===== config.mk =====
export PLATFORM = sky130hd
export DESIGN_NAME = memory_stage_flat
export DESIGN_NICKNAME = d
export VERILOG_FILES = /design/src/rtl/memory_stage_if.sv /design/src/rtl/memory_stage.sv /design/src/flat_wrapper.sv
export SDC_FILE = /design/constraint.sdc
export NUM_CORES = 1
export LEC_CHECK = 0
export ABC_AREA = 1
export CORE_MARGIN = 4
export CORE_UTILIZATION = 45
export DETAILED_ROUTE_END_ITERATION = 10
export GPL_TIMING_DRIVEN = 0
export PLACE_DENSITY = 0.94
export SLEW_MARGIN = 25
export SYNTH_ARGS = -nofsm -noshare
export SYNTH_HDL_FRONTEND = slang
export SYNTH_SLANG_ARGS = --single-unit
export TNS_END_PERCENT = 5

===== constraint.sdc =====
create_clock -name clk -period 2.45 [get_ports clk]
set_input_delay 0.49 -clock clk [delete_from_list [all_inputs] [get_ports clk]]
set_output_delay 0.49 -clock clk [all_outputs]
set_load 0.005 [all_outputs]

===== src/rtl/memory_stage_if.sv =====
// Data-memory port of the memory stage: one outstanding request at a time,
// completed by a single-cycle acknowledge from the memory side.
interface memory_stage_if;
  logic        oMemReq;
  logic        oMemWe;
  logic [15:0] oMemAddr;
  logic [15:0] oMemWData;
  logic [15:0] iMemRData;
  logic        iMemAck;

  modport master (
    output oMemReq,
    output oMemWe,
    output oMemAddr,
    output oMemWData,
    input  iMemRData,
    input  iMemAck
  );

  modport slave (
    input  oMemReq,
    input  oMemWe,
    input  oMemAddr,
    input  oMemWData,
    output iMemRData,
    output iMemAck
  );
endinterface


===== src/rtl/memory_stage.sv =====
// Memory stage of the pipeline. Non-memory instructions pass to writeback
// after one cycle. Loads and stores raise a registered request, stall the
// upstream stages until the memory acknowledges or a 16-cycle wait budget
// runs out, then retire into writeback. A timeout is recorded in a sticky
// error flag and a timed-out load returns zero.
module memory_stage (
  input  logic           clk,
  input  logic           rst_n,
  input  logic [15:0]    iAluOut,
  input  logic [15:0]    iData2,
  input  logic [15:0]    iBusData,
  input  logic           iAlutoReg,
  input  logic           iMemtoReg,
  input  logic           iBustoReg,
  input  logic [3:0]     iDest,
  input  logic           iMemRead,
  input  logic           iMemWrite,
  memory_stage_if.master mem,
  output logic           oStall,
  output logic [15:0]    oWbData,
  output logic [3:0]     oWbDest,
  output logic           oWbEn,
  output logic           oMemErr
);

  typedef enum logic {
    IDLE = 1'b0,
    WAIT = 1'b1
  } state_t;

  // Last WAIT cycle index: request is high for WAIT_LAST+1 cycles at most.
  localparam logic [3:0] WAIT_LAST = 4'hF;

  state_t      state;
  state_t      stateNext;
  logic [3:0]  waitCnt;
  logic [3:0]  waitCntNext;

  logic        memReqNext;
  logic        memWeNext;
  logic [15:0] memAddrNext;
  logic [15:0] memWDataNext;
  logic [15:0] wbDataNext;
  logic [3:0]  wbDestNext;
  logic        wbEnNext;
  logic        memErrNext;

  logic        memOp;
  logic        wbAny;

  assign memOp = iMemRead | iMemWrite;
  assign wbAny = iAlutoReg | iMemtoReg | iBustoReg;

  // Writeback source for a retiring memory instruction.
  function automatic logic [15:0] memWbData(input logic        memToReg,
                                            input logic [15:0] rdata,
                                            input logic [15:0] aluData);
    return memToReg ? rdata : aluData;
  endfunction

  // Writeback source when the access timed out: loads return zero.
  function automatic logic [15:0] timeoutWbData(input logic        wasWrite,
                                                input logic        memToReg,
                                                input logic [15:0] aluData);
    return (!wasWrite || memToReg) ? 16'h0000 : aluData;
  endfunction

  // Writeback source for a non-memory instruction.
  function automatic logic [15:0] passWbData(input logic        busToReg,
                                             input logic [15:0] busData,
                                             input logic [15:0] aluData);
    return busToReg ? busData : aluData;
  endfunction

  // Next-state, stall and next register values; every target holds by default.
  always_comb begin
    stateNext    = state;
    waitCntNext  = waitCnt;
    memReqNext   = mem.oMemReq;
    memWeNext    = mem.oMemWe;
    memAddrNext  = mem.oMemAddr;
    memWDataNext = mem.oMemWData;
    wbDataNext   = oWbData;
    wbDestNext   = oWbDest;
    wbEnNext     = oWbEn;
    memErrNext   = oMemErr;
    oStall       = 1'b0;

    case (state)
      IDLE: begin
        if (memOp) begin
          // Launch the access; a read wins when both flags are set.
          oStall       = 1'b1;
          stateNext    = WAIT;
          waitCntNext  = 4'd0;
          memReqNext   = 1'b1;
          memWeNext    = iMemWrite & ~iMemRead;
          memAddrNext  = iAluOut;
          memWDataNext = iData2;
          wbEnNext     = 1'b0;
        end else begin
          wbEnNext   = wbAny;
          wbDestNext = iDest;
          wbDataNext = passWbData(iBustoReg, iBusData, iAluOut);
        end
      end

      WAIT: begin
        if (mem.iMemAck) begin
          // Completion: release upstream this cycle, retire at the edge.
          stateNext  = IDLE;
          memReqNext = 1'b0;
          wbEnNext   = wbAny;
          wbDestNext = iDest;
          wbDataNext = memWbData(iMemtoReg, mem.iMemRData, iAluOut);
        end else if (waitCnt == WAIT_LAST) begin
          // Budget exhausted: abandon the access and flag the error.
          stateNext  = IDLE;
          memReqNext = 1'b0;
          memErrNext = 1'b1;
          wbEnNext   = wbAny;
          wbDestNext = iDest;
          wbDataNext = timeoutWbData(mem.oMemWe, iMemtoReg, iAluOut);
        end else begin
          oStall      = 1'b1;
          waitCntNext = waitCnt + 4'd1;
          wbEnNext    = 1'b0;
        end
      end

      default: begin
        stateNext  = IDLE;
        memReqNext = 1'b0;
      end
    endcase
  end

  // State, counter and all registered outputs; reset aborts any access.
  always_ff @(posedge clk) begin
    if (!rst_n) begin
      state         <= IDLE;
      waitCnt       <= 4'd0;
      mem.oMemReq   <= 1'b0;
      mem.oMemWe    <= 1'b0;
      mem.oMemAddr  <= 16'h0000;
      mem.oMemWData <= 16'h0000;
      oWbData       <= 16'h0000;
      oWbDest       <= 4'd0;
      oWbEn         <= 1'b0;
      oMemErr       <= 1'b0;
    end else begin
      state         <= stateNext;
      waitCnt       <= waitCntNext;
      mem.oMemReq   <= memReqNext;
      mem.oMemWe    <= memWeNext;
      mem.oMemAddr  <= memAddrNext;
      mem.oMemWData <= memWDataNext;
      oWbData       <= wbDataNext;
      oWbDest       <= wbDestNext;
      oWbEn         <= wbEnNext;
      oMemErr       <= memErrNext;
    end
  end

endmodule


===== src/flat_wrapper.sv =====
// flat-port wrapper written by rule: the top's interface ports become plain ports
module memory_stage_flat 
  (clk, rst_n, iAluOut, iData2, iBusData, iAlutoReg, iMemtoReg, iBustoReg, iDest, iMemRead, iMemWrite, oStall, oWbData, oWbDest, oWbEn, oMemErr, mem_oMemReq, mem_oMemWe, mem_oMemAddr, mem_oMemWData, mem_iMemRData, mem_iMemAck);
  memory_stage_if mem_i ();
  input  logic clk;
  input  logic rst_n;
  input  logic [15:0] iAluOut;
  input  logic [15:0] iData2;
  input  logic [15:0] iBusData;
  input  logic iAlutoReg;
  input  logic iMemtoReg;
  input  logic iBustoReg;
  input  logic [3:0] iDest;
  input  logic iMemRead;
  input  logic iMemWrite;
  output logic oStall;
  output logic [15:0] oWbData;
  output logic [3:0] oWbDest;
  output logic oWbEn;
  output logic oMemErr;
  output wire logic [$bits(mem_i.oMemReq)-1:0] mem_oMemReq;
  output wire logic [$bits(mem_i.oMemWe)-1:0] mem_oMemWe;
  output wire logic [$bits(mem_i.oMemAddr)-1:0] mem_oMemAddr;
  output wire logic [$bits(mem_i.oMemWData)-1:0] mem_oMemWData;
  input wire logic [$bits(mem_i.iMemRData)-1:0] mem_iMemRData;
  input wire logic [$bits(mem_i.iMemAck)-1:0] mem_iMemAck;
  assign mem_oMemReq = mem_i.oMemReq;
  assign mem_oMemWe = mem_i.oMemWe;
  assign mem_oMemAddr = mem_i.oMemAddr;
  assign mem_oMemWData = mem_i.oMemWData;
  assign mem_i.iMemRData = mem_iMemRData;
  assign mem_i.iMemAck = mem_iMemAck;
  memory_stage u_core (.clk(clk), .rst_n(rst_n), .iAluOut(iAluOut), .iData2(iData2), .iBusData(iBusData), .iAlutoReg(iAlutoReg), .iMemtoReg(iMemtoReg), .iBustoReg(iBustoReg), .iDest(iDest), .iMemRead(iMemRead), .iMemWrite(iMemWrite), .mem(mem_i), .oStall(oStall), .oWbData(oWbData), .oWbDest(oWbDest), .oWbEn(oWbEn), .oMemErr(oMemErr));
endmodule

==> results of run 1 <==
## layout make-up
cell class              instances  area share, %
plain buffers                  27           4.13
inverters                      23           1.91
flip-flops and latches         61           27.0
multi-input cells             303           30.6
clock buffers                  11           3.13
clock inverters                 5           2.38
repair buffers                130           28.8
well taps                      75           2.08
## per-layer routing
metal  part of all wire [%]  track usage, %  vias up
li1                       -               -     1603
met4                    2.6            8.23        0
met1                     38            29.7     1514
met5                      0               0        -
met2                     48            44.5      206
met3                     11            7.06       28
## sequential cells by signal, indices dropped and copies added (netlist names)
register,cells
u_core.mem.oMemWData,16
u_core.state,1
u_core.oWbData,16
u_core.oMemErr,1
u_core.oWbEn,1
u_core.mem.oMemWe,1
u_core.mem.oMemAddr,16
u_core.mem.oMemReq,1
u_core.oWbDest,4
u_core.waitCnt,4
## stage by stage
stage                     utilization [%]  hold slack, ns  setup slack [ns]
after global routing                 74.5           0.463            0.0842
final                                74.5           0.445             0.134
after CTS                            74.4           0.446            0.0145
after floorplan                         -           0.441              1.05
after global placement               70.3           0.429            0.0627
after detailed placement             70.3           0.433            0.0281
## power breakdown
part / switching [mW] / leakage, nW / internal (mW)
Combinational: 0.302 / 1.35 / 0.359
Clock: 0.415 / 0.124 / 0.708
Sequential: 0.0437 / 0.504 / 1.08
## cell usage after synthesis
master,instances
nor2_1,54
nor3_1,2
nand3_1,18
o21ai_1,11
clkbuf_1,5
buf_6,8
a21oi_1,5
xnor2_1,1
nand3_4,1
nand2_1,145
nand2_4,1
inv_1,18
a21oi_2,1
o21ai_4,1
nand2_2,1
clkbuf_2,2
inv_2,5
nor2_4,3
buf_2,9
nand3_2,1
buf_4,3
a211oi_1,17
ha_1,1
o21ai_0,40
dfxtp_1,61
## worst paths after layout
kind	slack (ns)	startpoint	cells after the start	to
setup / recovery	0.13	u_core.waitCnt[0]	5	oStall
hold / removal	0.44	u_core.oWbData[0]	2	u_core.oWbData[0]
setup reg to reg	0.98	u_core.waitCnt[0]	9	u_core.oWbData[12]
hold reg to reg	0.44	u_core.oWbData[0]	2	u_core.oWbData[0]
## kinds of logic after synthesis
family,Yosys count
adder cells (fa/ha/maj),1
flip-flops,61
AO/OA/AOI/OAI,75
AND/OR/NAND/NOR,226
buffers and inverters,50
XOR/XNOR,1
## tightest hold or removal path, delay by kind of cell (launching register included)
family | cells | cell delay [ns]
AND/OR/NAND/NOR | 2 | 0.10
flip-flops | 1 | 0.31
==> reports/summary.txt, run 1 <==
Status - finished clean
Peak Freq - 432 MHz
Ports - 133
Layout cells sized above 1 - 9.29%
#FFs+latches synth - 61
Vias in the first global route - 3344
Antenna diodes - 0
Die X - 87.9 microns
Drt initial violations - 304
Crit path largest cell delay - 0.53 ns
Hold Buf Count CTS - 0
Largest family of logic cells by synthesized area - simple AND/OR/NAND/NOR gates
Placed insts - 618
Root buf cell - clkbuf_8
Synth cell types - 25
Crit path cell chain - ha_1, nand3_2, nand3_4, nand2_4, clkdlybuf4s50_1
CP max stage cell - clkdlybuf4s50_1
Synth Area in Compound Gates - 15.1%
Final period utilization - 94.5%
Worst vdd ir - 0.576 mV
Unrepaired setup endpoints after global routing - no
Initial antenna violation count - 0
Non-Filler Instances - 635
Commonest non-fill, non-tap cell in the layout - nand2_1
Area of the multi-input gates - 1380 sq um
ANT nets after route - 0
Via Count - 3351
Setup Skew - 0.0119 ns
Worst slew pin tran - 0.479 ns
Clk slew on worst S/H paths - 0.08 ns
Fraction of synthesized cell area in xor and xnor cells - 0.305%
Post-synthesis sequential area ratio - 42.5%
Wire per inst - 15.5 microns
Die ar. - 7730 sq um
Pins Over Slew Limit - 0
DR pass1 iterations - 5
Syn-to-layout area delta - 57.1%
Post-Synthesis Cells - 414
Most frequent cells in the layout - 145 x nand2_1, 129 x clkdlybuf4s50_1, 61 x dfxtp_1, 54 x nor2_1, 40 x o21ai_0
Adder-cell area share of the yosys netlist - 0.435%
CTS tree - yes
Post-synth top area cell - dfxtp_1
Final instance area - 4520 sq um
Mapped Area - 2870 sq um
CTS buffer count - 9
Mean Syn Cell Area - 6.94 sq um
PwrDens - 643 nW/um^2
Clock sinks - 61
Row cnt - 28
Max-cap violations - 0
Worst rel slew slack - 68.0%
Arrival time at the worst endpoint - 1.83 ns
First-pass GRT wire length - 15300 microns
Min Tclk post-route - 2.32 ns
Post-Synth Simple-Gate Area - 32.2%
Leading post-synthesis cells by cell area - dfxtp_1 42%, nand2_1 19%, nor2_1 7.1%
Hold crit path type - reg -> reg
Synth top area share - 42.5%
Clock Latency Late Sink - 0.34 ns
Seq. cell area - 1220 sq um
GR Overflow Total - 0
Clock buffer depth - 2
Crit path max-delay family - buffers and inverters
Setup crit end kind - output pin
DRC - 0
Post-CTS setup buffer count - 0
Largest net degree at the start of global routing - 12
Initial Util - 47.4%
CP Class - reg -> out
Wirelength, routed - 9840 microns
Global router's overall resource usage - 25.3%
Tot Pwr - 2.90 mW
I/O Buffers - 129
Worst Path Max Fanout - 7
Yosys warning total - 0
Pleak - 1.98 nW
Placed Area - 4260 sq um
Crit path buffers/inverters - 1
WP data required - 1.96 ns
Setup-failing EPs final - 0
H-Tree Depth - 3
Crit start category - flop
Filler cells - 434
Number of gates resized after cts - 0
Setup_tns - 0 ns
Routability cong. - 0.893
Nets - 632
Core area - 6060 sq um
Die extent in y - 87.9 microns
Final hold vios - 0
DP HPWL - 7240 microns
Syn nets - 491
Mux cell area share after synthesis - 0%
Post-DR vias/cell - 5.28
Note: power is estimated with default switching activity, not from simulation.
==> run 2, diff against run 1 <==
Settings changed: CORE_UTILIZATION 45 to 53, DONT_BUFFER_PORTS set to 1, PLACE_DENSITY 0.94 to 0.76.
==> run 2 against run 1 <==
Maximum frequency is 31% higher. Clock skew is 0.0049 ns lower. Worst hold slack worse by 0.18 ns. Global-route usage is 1.5 points lower. Largest cell class is now multi-input combinational cells. Non-clock buffer count is 130 lower. Largest power group unchanged. Clock power is 20% lower. Routed wire length is 20% lower. Utilization is 13 points lower. Register-to-register slack hardly changed.
==> reports/summary.txt, run 2 (synthesized netlist as in run 1, its figures left out) <==
Status - finished clean
CTS tree - yes
Arrival time at the worst endpoint - 1.28 ns (-0.55 ns)
Largest net degree at the start of global routing - 11 (-1)
Final period utilization - 72.4% (-22 points)
CP max stage cell - dfxtp_1
Worst rel slew slack - 69.7% (+1.7 points)
Syn-to-layout area delta - 9.97%
DP HPWL - 6110 microns (-16%)
Clock buffer depth - 2 (unchanged)
Largest registers - u_core.mem.oMemAddr: 16 flops, u_core.mem.oMemWData: 16 flops, u_core.oWbData: 16 flops
Peak Freq - 564 MHz (+31%)
Post-DR vias/cell - 5.36 (+1.6%)
Layout cells sized above 1 - 11.9% (+2.6 points)
Dpl ws - 0.957 ns (+0.929 ns)
Routability cong. - 0.881 (-1.3%)
Die ar. - 6670 sq um (-14%)
Core area - 5170 sq um (-15%)
Clk slew on worst S/H paths - 0.07 ns (about the same)
Clock sinks - 61 (unchanged)
Die X - 81.6 microns (-7.1%)
Antenna diodes - 0 (unchanged)
Setup Skew - 0.00697 ns (-0.00491 ns)
H-Tree Depth - 3 (unchanged)
Crit start category - flop
Nets - 502 (-21%)
Pleak - 1.47 nW (-26%)
Setup_tns - 0 ns (unchanged)
Wirelength, routed - 7870 microns (-20%)
Via Count - 2675 (-20%)
Crit path largest cell delay - 0.36 ns (-0.17 ns)
Die extent in y - 81.6 microns (-7.1%)
WL met3 - 951 microns (-11%)
ANT nets after route - 0 (unchanged)
Row cnt - 26 (-7.1%)
Setup crit end kind - output pin
Final worst setup slack - 0.676 ns (+0.541 ns)
Most frequent cells in the layout - 145 x nand2_1, 61 x dfxtp_1, 54 x nor2_1, 40 x o21ai_0
Wire per inst - 15.8 microns (+1.8%)
GR Overflow Total - 0 (unchanged)
Ports - 133 (unchanged)
Tot Pwr - 2.38 mW (-18%)
First-pass GRT wire length - 12100 microns (-21%)
Root buf cell - clkbuf_8
Initial antenna violation count - 0 (unchanged)
Crit path cell chain - ha_1, nand3_2, nand3_4, nand2_4
Post-CTS setup buffer count - 0 (unchanged)
CP Class - reg -> out
Worst vdd ir - 0.445 mV (-23%)
Hold crit path type - in -> reg
DR pass1 iterations - 4 (-1)
Setup-failing EPs final - 0 (unchanged)
Vias in the first global route - 2501 (-25%)
M1 WL - 3070 microns (-18%)
WP data required - 1.96 ns (about the same)
Hold Buf Count CTS - 0 (unchanged)
Drt initial violations - 117 (-62%)
Max-cap violations - 0 (unchanged)
Uppermost layer routed - met4
WHS Path Cells - 1 (-1)
R2R cell count - 9 (unchanged)
Clock Latency Late Sink - 0.33 ns (about the same)
Worst Path Max Fanout - 7 (unchanged)
Slack of the worst reg-to-reg path - 0.98 ns (about the same)
Worst slew pin tran - 0.454 ns (-0.0252 ns)
Number of gates resized after cts - 0 (unchanged)
Pins Over Slew Limit - 0 (unchanged)
I/O Buffers - 0 (-100%)
CTS buffer count - 9 (unchanged)
Final hold vios - 0 (unchanged)
Min Tclk post-route - 1.77 ns (-0.541 ns)
Initial Util - 55.6% (+8.1 points)
Commonest non-fill, non-tap cell in the layout - nand2_1
Unrepaired setup endpoints after global routing - no
DRC - 0 (unchanged)
Post-layout util - 61.1% (-13 points)
Global router's overall resource usage - 23.8% (-1.5 points)
Met2 WL - 3780 microns (-21%)
PwrDens - 752 nW/um^2 (+17%)
run 2: per-stage QoR:
stage          cells  hold slack (ns)  cell area [sq um]
2_1_floorplan    414            0.441               2870
3_3_place_gp     484            0.454               2960
3_5_place_dp     484            0.458               2960
4_1_cts          499            0.241               3160
5_1_grt          499            0.239               3160
6_report         499            0.260               3160
run 2: routing by layer:
| metal | track usage [%] | vias up |
|---|---|---|
| met5 | 0 | - |
| met4 | 8.97 | 0 |
| met3 | 10.2 | 6 |
| met2 | 39.0 | 120 |
| met1 | 27.6 | 1210 |
| li1 | - | 1339 |
run 2: power breakdown:
| group | switching, mW | total, mW | internal [mW] |
|---|---|---|---|
| combinational | 0.217 | 0.342 | 0.126 |
| sequential | 0.0657 | 1.14 | 1.08 |
| clock | 0.376 | 0.892 | 0.516 |
| total | 0.658 | 2.38 | 1.72 |
run 2: final cells by class:
type | count | area, sq um
Inverter | 23 | 86.3
Buffer | 27 | 186
Tap cell | 70 | 87.6
Sequential cell | 61 | 1220
Clock buffer | 11 | 151
Multi-Input combinational cell | 303 | 1380
Fill cell | 496 | 2010
Clock inverter | 4 | 47.5
run 2: critical path: cells and delay by family, from the launching register on:
kind / cells / cell delay [ns]
and+or+nand+nor: 3 / 0.38
DFF: 1 / 0.36
adders and majority gates: 1 / 0.21
run 2: path summary, 6_finish.rpt:
kind	from	end
setup / recovery	u_core.waitCnt[1]	oStall
hold / removal	iMemRead	u_core.mem.oMemWe
setup reg to reg	u_core.waitCnt[1]	u_core.oWbData[10]
hold reg to reg	u_core.oWbData[6]	u_core.oWbData[6]
==> run 3, diff against run 2 <==
Clock period 2.45 ns to 1.8 ns, I/O delays scaled along.
==> results of run 3 <==
The final DEF is identical to that of run 2. Status: finished clean.
Among the figures that moved: setup slack after placement 0.957 ns -> 0.362 ns; setup slack after layout 0.676 ns -> 0.156 ns; hold slack 0.260 ns -> 0.130 ns; register-to-register setup slack 0.98 ns -> 0.33 ns; total power 2.38 mW -> 3.24 mW; worst IR drop on VDD 0.445 mV -> 0.606 mV
